**config.mk**
```make
export PLATFORM = sky130hd
export DESIGN_NAME = level_sequencer
export DESIGN_NICKNAME = d
export VERILOG_FILES = /design/src/rtl/level_pkg.sv /design/src/rtl/level_sequencer_pause_timer.sv /design/src/rtl/level_sequencer.sv
export SDC_FILE = /design/constraint.sdc
export NUM_CORES = 1
export LEC_CHECK = 0
export ABC_AREA = 1
export BUFFER_PORTS_ARGS = -buffer_cell sky130_fd_sc_hd__buf_2
export CAP_MARGIN = 20
export CELL_PAD_IN_SITES_DETAIL_PLACEMENT = 0
export CELL_PAD_IN_SITES_GLOBAL_PLACEMENT = 1
export CORE_UTILIZATION = 46
export DETAILED_ROUTE_END_ITERATION = 12
export PLACE_DENSITY = 0.83
export SETUP_SLACK_MARGIN = 0.2
export SYNTH_ARGS = -nofsm -noshare
export SYNTH_HDL_FRONTEND = slang
export SYNTH_SLANG_ARGS = --single-unit
```
**constraint.sdc**
```tcl
create_clock -name clk -period 3.7 [get_ports clk]
set_input_delay 0.37 -clock clk [delete_from_list [all_inputs] [get_ports clk]]
set_output_delay 0.37 -clock clk [all_outputs]
set_load 0.02 [all_outputs]
```
**src/rtl/level_pkg.sv**
```systemverilog
// -----------------------------------------------------------------------------
// level_pkg
// Shared definitions for the level sequencer: FSM state encodings, the level
// counter width, default parameter values and a helper that sizes the pause
// down-counter from the pause length.
//
// Optional feature macro used by the sequencer: LEVEL_SEQ_LIVES_EN
// -----------------------------------------------------------------------------
package level_pkg;

  localparam int LEVEL_W          = 4;
  localparam int DEF_NUM_LEVELS   = 8;
  localparam int DEF_PAUSE_CYCLES = 100_000_000;
  localparam int DEF_LIVES        = 3;

  // 3-bit state encodings for the game-progress FSM.
  typedef enum logic [2:0] {
    S_IDLE  = 3'd0,
    S_PLAY  = 3'd1,
    S_PAUSE = 3'd2,
    S_WON   = 3'd3,
    S_LOST  = 3'd4
  } state_t;

  // Counter width able to hold PAUSE_CYCLES-1; never narrower than one bit so
  // a single-cycle pause still yields a legal vector.
  function automatic int cnt_width(input int cycles);
    return (cycles > 1) ? $clog2(cycles) : 1;
  endfunction

endpackage : level_pkg

```
**src/rtl/level_sequencer_pause_timer.sv**
```systemverilog
// -----------------------------------------------------------------------------
// pause_timer
// Loadable down-counter that times the inter-level pause. A load sets the
// count to load_val; afterwards it counts down by one per cycle and parks at
// zero. done is high whenever the count is zero.
//
// Ports:
//   clk       in   system clock, rising edge
//   rst       in   synchronous active-high reset, clears the count
//   load      in   load load_val into the counter this cycle
//   load_val  in   [CNT_W-1:0] value to load (PAUSE_CYCLES-1 for a full pause)
//   done      out  count has reached zero
// -----------------------------------------------------------------------------
module pause_timer
  import level_pkg::*;
#(
  parameter int PAUSE_CYCLES = DEF_PAUSE_CYCLES,
  parameter int CNT_W        = cnt_width(PAUSE_CYCLES)
) (
  input  logic             clk,
  input  logic             rst,
  input  logic             load,
  input  logic [CNT_W-1:0] load_val,
  output logic             done
);

  logic [CNT_W-1:0] count;

  // NOTE: sequential state is written with non-blocking assignments so every
  // register samples the pre-edge values, independent of statement order.
  always_ff @(posedge clk) begin
    if (rst) begin
      count <= '0;
    end else if (load) begin
      count <= load_val;
    end else if (count != '0) begin
      count <= count - CNT_W'(1);
    end
  end

  assign done = (count == '0);

endmodule : pause_timer

```
**src/rtl/level_sequencer.sv**
```systemverilog
// -----------------------------------------------------------------------------
// level_sequencer
// Game-progress controller. Owns curr_level for the LED display and level
// datapath, starts a game, advances the level on each completed level with a
// timed pause in between, and flags win (last level cleared) or loss (fail).
//
// Optional feature (macro LEVEL_SEQ_LIVES_EN): a lives counter. A fail with
// more than one life left costs a life and replays the same level after a
// pause; the last life lost ends the game.
//
// Ports:
//   clk          in   system clock, rising edge
//   rst          in   synchronous active-high reset
//   start        in   start/restart pulse (acted on in IDLE, WON, LOST)
//   level_done   in   current level cleared pulse (acted on in PLAY)
//   fail         in   player failed pulse (acted on in PLAY, wins over level_done)
//   curr_level   out  [3:0] current level, 1..NUM_LEVELS
//   level_start  out  one-cycle pulse on each entry to PLAY
//   in_play      out  high while in PLAY
//   game_won     out  high while in WON
//   game_over    out  high while in LOST
//   lives_left   out  [3:0] remaining lives (only with LEVEL_SEQ_LIVES_EN)
// -----------------------------------------------------------------------------
module level_sequencer
  import level_pkg::*;
#(
  parameter int NUM_LEVELS   = DEF_NUM_LEVELS,
  parameter int PAUSE_CYCLES = DEF_PAUSE_CYCLES
`ifdef LEVEL_SEQ_LIVES_EN
  ,
  parameter int LIVES        = DEF_LIVES
`endif
) (
  input  logic               clk,
  input  logic               rst,
  input  logic               start,
  input  logic               level_done,
  input  logic               fail,
  output logic [LEVEL_W-1:0] curr_level,
  output logic               level_start,
  output logic               in_play,
  output logic               game_won,
  output logic               game_over
`ifdef LEVEL_SEQ_LIVES_EN
  ,
  output logic [LEVEL_W-1:0] lives_left
`endif
);

  localparam int                 CNT_W      = cnt_width(PAUSE_CYCLES);
  localparam logic [CNT_W-1:0]   PAUSE_LOAD = CNT_W'(PAUSE_CYCLES - 1);
  localparam logic [LEVEL_W-1:0] LAST_LEVEL = LEVEL_W'(NUM_LEVELS);
  localparam logic [LEVEL_W-1:0] FIRST_LVL  = LEVEL_W'(1);
`ifdef LEVEL_SEQ_LIVES_EN
  localparam logic [LEVEL_W-1:0] FULL_LIVES = LEVEL_W'(LIVES);
`endif

  state_t state;
  logic   pause_load;
  logic   pause_done;

  // ---------------------------------------------------------------------------
  // Pause timer load: every PLAY -> PAUSE transition restarts a full pause.
  // ---------------------------------------------------------------------------
  // NOTE: every signal driven from always_comb gets a default first, so no
  // path leaves it unassigned and no latch is inferred.
  always_comb begin
    pause_load = 1'b0;
    if (state == S_PLAY) begin
      if (fail) begin
`ifdef LEVEL_SEQ_LIVES_EN
        // A survivable fail retries the level after a pause.
        pause_load = (lives_left > FIRST_LVL);
`endif
      end else if (level_done && (curr_level != LAST_LEVEL)) begin
        pause_load = 1'b1;
      end
    end
  end

  pause_timer #(
    .PAUSE_CYCLES (PAUSE_CYCLES),
    .CNT_W        (CNT_W)
  ) u_pause_timer (
    .clk      (clk),
    .rst      (rst),
    .load     (pause_load),
    .load_val (PAUSE_LOAD),
    .done     (pause_done)
  );

  // ---------------------------------------------------------------------------
  // Game FSM with registered outputs. The timer holds PAUSE_CYCLES-1 on the
  // first PAUSE cycle and the exit fires on the cycle it reads zero, so PAUSE
  // lasts exactly PAUSE_CYCLES cycles.
  // ---------------------------------------------------------------------------
  always_ff @(posedge clk) begin
    if (rst) begin
      state       <= S_IDLE;
      curr_level  <= FIRST_LVL;
      level_start <= 1'b0;
      in_play     <= 1'b0;
      game_won    <= 1'b0;
      game_over   <= 1'b0;
`ifdef LEVEL_SEQ_LIVES_EN
      lives_left  <= FULL_LIVES;
`endif
    end else begin
      // level_start is a pulse: only the entering edge raises it.
      level_start <= 1'b0;

      case (state)
        // Flags are already clear in IDLE, so one entry path serves all three.
        S_IDLE, S_WON, S_LOST: begin
          if (start) begin
            state       <= S_PLAY;
            curr_level  <= FIRST_LVL;
            level_start <= 1'b1;
            in_play     <= 1'b1;
            game_won    <= 1'b0;
            game_over   <= 1'b0;
`ifdef LEVEL_SEQ_LIVES_EN
            lives_left  <= FULL_LIVES;
`endif
          end
        end

        S_PLAY: begin
          if (fail) begin
            in_play <= 1'b0;
`ifdef LEVEL_SEQ_LIVES_EN
            if (lives_left > FIRST_LVL) begin
              // Retry: curr_level is left untouched.
              lives_left <= lives_left - LEVEL_W'(1);
              state      <= S_PAUSE;
            end else begin
              lives_left <= '0;
              state      <= S_LOST;
              game_over  <= 1'b1;
            end
`else
            state     <= S_LOST;
            game_over <= 1'b1;
`endif
          end else if (level_done) begin
            in_play <= 1'b0;
            if (curr_level == LAST_LEVEL) begin
              state    <= S_WON;
              game_won <= 1'b1;
            end else begin
              // Bumped on this edge so the display shows the new level
              // throughout the pause; bounded by LAST_LEVEL, so no wrap.
              state      <= S_PAUSE;
              curr_level <= curr_level + LEVEL_W'(1);
            end
          end
        end

        S_PAUSE: begin
          if (pause_done) begin
            state       <= S_PLAY;
            level_start <= 1'b1;
            in_play     <= 1'b1;
          end
        end

        default: begin
          state <= S_IDLE;
        end
      endcase
    end
  end

endmodule : level_sequencer

```
==> summary.txt <==
Status -> finished, final reports clean
Area delta synth->final -> 9.348%
Mean number of vias per cell -> 4.968
Layout cells sized above 1 -> 13.53%
Vias in the first global route -> 2035
Die Y -> 72.75 um
Syn avg cell area -> 6.342 um^2
Global-route wire length before repair -> 9301 um
Maximum clock insertion buffer count -> 2
Fin. Hold Viols -> 0
Post-CTS sizing -> 0
Hold Startpoint -> fail
Most common cell in the netlist -> nand2_1
Area contributors post-synth -> dfxtp_1 33%, nand2_1 14%, nor2_1 11%, nand3_1 8.5%, inv_1 7.3%
IO Port Bufs -> 12
DRC -> 0
Post-synthesis xor/xnor area fraction -> 3.424%
Post-Synthesis Cells -> 363
Area share of the largest cell type after synthesis -> 33.04%
RSZ-0062 raised after global routing -> no
R2r setup slk -> 1.88 ns
Startpoint Class -> flip-flop
CP delay by family, top -> simple AND/OR/NAND/NOR gates
Post-Route WL -> 5449 um
Critical Path Max Stage Delay -> 0.32 ns
Clock Tree Root -> clkbuf_8
CTS clk-pin slew, worst paths -> 0.07 ns
Final Net Count -> 385
Detail Placement HPWL -> 4130 um
Crit Path Max Fanout -> 27
Num CTS Buffers -> 5
Largest net degree at the start of global routing -> 28
Critical path buffers and inverters -> 2
DR pass1 iterations -> 4
Adder-cell share of the synthesized area -> 1.630%
N_diodes -> 0
Synth cell count leaders -> 86 x nand2_1, 68 x nor2_1, 45 x inv_1, 39 x nand3_1, 38 x dfxtp_1
Final Max Tran Viols -> 0
Hold Path Sink -> game_over$_SDFFE_PP0P_
Clock sink count -> 38
Top cell by count, worst path -> nand2_1
Site Rows -> 25
Final ANT Viol Nets -> 0
Synth unique cells -> 24
Total GRT Usage -> 22.89%
Post-Synth Simple-Gate Area -> 42.17%
Final setup viols -> 0
Starting Density -> 48.42%
Final period util -> 49.15%
Post-synth top area cell -> dfxtp_1
Iteration-0 DRC count of the detailed router -> 93
Initial antenna violation count -> 0
Worst hold path stage count -> 3
Chip Width -> 72.75 um
CP Capture Type -> flip-flop
Gpl congestion -> 0.8203
Postcts setup bufs -> 0
Post-DR wirelength/cell -> 12.27 um
Setup TNS -> 0 ns
H-tree depth -> 2
FF-to-FF path depth -> 11
Fill count -> 500
Seq/Total Area, Yosys -> 33.04%
Slew HR -> 64.91%
Compound-gate portion of the synthesized area -> 9.946%
Synthesized flop and latch total -> 38
YS warnings -> 0
Worst setup path start -> u_pause_timer.count[0]$_SDFFE_PP0P_
Ys async rst share -> 0%
Post-synth EDFFs -> 0
Core Area -> 0.004755 mm^2
Prevailing post-synth register cell -> dfxtp_1
TritonCTS clock tree -> built
Syn nets -> 371
Critical R2R Capture -> in_play$_SDFFE_PP0P_
Slew at the pin with the worst max-slew slack -> 0.5263 ns
Io pins -> 13
Final critical-path required period -> 1.819 ns
Post-Syn Area -> 0.002302 mm^2
Setup CP Type -> flip-flop to flip-flop
Crit path cell chain -> inv_1, ha_1, nand2_2, inv_2, nand2_1, nor2_2, nand2_4, nand2_4, nand3_1, nand2_1, nand2_1
Via count -> 2206
Fmax -> 0.5498 GHz
CP Data Arrival Time -> 2.01 ns
Max cap viols -> 0
Mux cell area share after synthesis -> 0%
Die Area -> 0.005292 mm^2
Worst endpoint required time -> 3.89 ns
Worst R2R Start -> u_pause_timer.count[0]$_SDFFE_PP0P_
Grt ovf -> 0
Clk_lat worst skew -> 0.29 ns
Hold Path Class -> input port to flip-flop
Clock Skews -> 0.004582 ns
Crit-path slowest cell -> dfxtp_1
Cts-stage hold buffer count -> 0
Largest family of logic cells by synthesized area -> simple AND/OR/NAND/NOR gates
-- area by class of cell --
class	instances	area (um^2)	area share, %
multi-input cells	271	1316	52.29
inverters	49	183.9	7.306
flip-flops and latches	38	760.7	30.22
repair buffers	12	60.06	2.386
clock buffers	6	82.58	3.280
clock inverters	1	30.03	1.193
well taps	67	83.83	3.330
-- layer usage --
| metal | vias to the layer above | part of all wire, % | GRT usage (%) |
|---|---|---|---|
| li1 | 1174 | - | - |
| met1 | 984 | 43 | 26.16 |
| met2 | 35 | 51 | 41.74 |
| met3 | 13 | 2.9 | 4.696 |
| met4 | 0 | 2.4 | 8.497 |
| met5 | - | 0 | 0 |
-- state kept, by name (all words and copies together) (netlist names) --
signal	count
curr_level	4
game_won	1
state	3
level_start	1
in_play	1
game_over	1
u_pause_timer.count	27
-- cells in the final DEF, fill, tap and decap left out, types with 2 or more instances in the layout --
cell type	n
nand2_2	4
ha_1	3
a21oi_2	10
a21oi_1	16
o21ai_0	9
nand3_1	39
nor2_2	8
xnor2_1	4
nand4_1	9
clkbuf_8	6
o21ai_1	2
inv_1	45
dfxtp_1	38
xor2_1	5
nor2_1	68
nor2_4	2
nand2_1	86
buf_2	12
nand2_4	2
inv_2	4
-- through the flow --
step	util (%)	instance area, um^2	hold WS (ns)	cells	setup slack [ns]
3_5_place_dp	50.58	2405	0.4535	437	1.876
3_3_place_gp	50.58	2405	0.4458	437	1.889
2_1_floorplan	-	2302	0.4742	363	2.134
6_report	52.95	2517	0.3714	444	1.881
5_1_grt	52.95	2517	0.3844	444	1.667
4_1_cts	52.95	2517	0.3648	444	1.865
-- worst min-delay path: stages --
cell and delay, ns:
buf_2 0.11, a21oi_1 0.07, nor2_1 0.08
-- how the worst max path moves through the flow --
stage,end,cells past startpoint
2_1_floorplan,u_pause_timer.count[10]$_SDFFE_PP0P_,8
3_3_place_gp,u_pause_timer.count[0]$_SDFFE_PP0P_,11
3_5_place_dp,state[0]$_SDFFE_PP0P_,11
4_1_cts,state[0]$_SDFFE_PP0P_,11
5_1_grt,u_pause_timer.count[0]$_SDFFE_PP0P_,11
6_report,in_play$_SDFFE_PP0P_,11
-- cells by family after synthesis --
group | after synthesis
simple gates | 221
buf+inv | 54
fa+ha+maj | 3
compound gates | 38
flops | 38
xor+xnor | 9
Power is not shown: default switching activity piles up to over one toggle a cycle in this logic, so the estimate is an artifact.
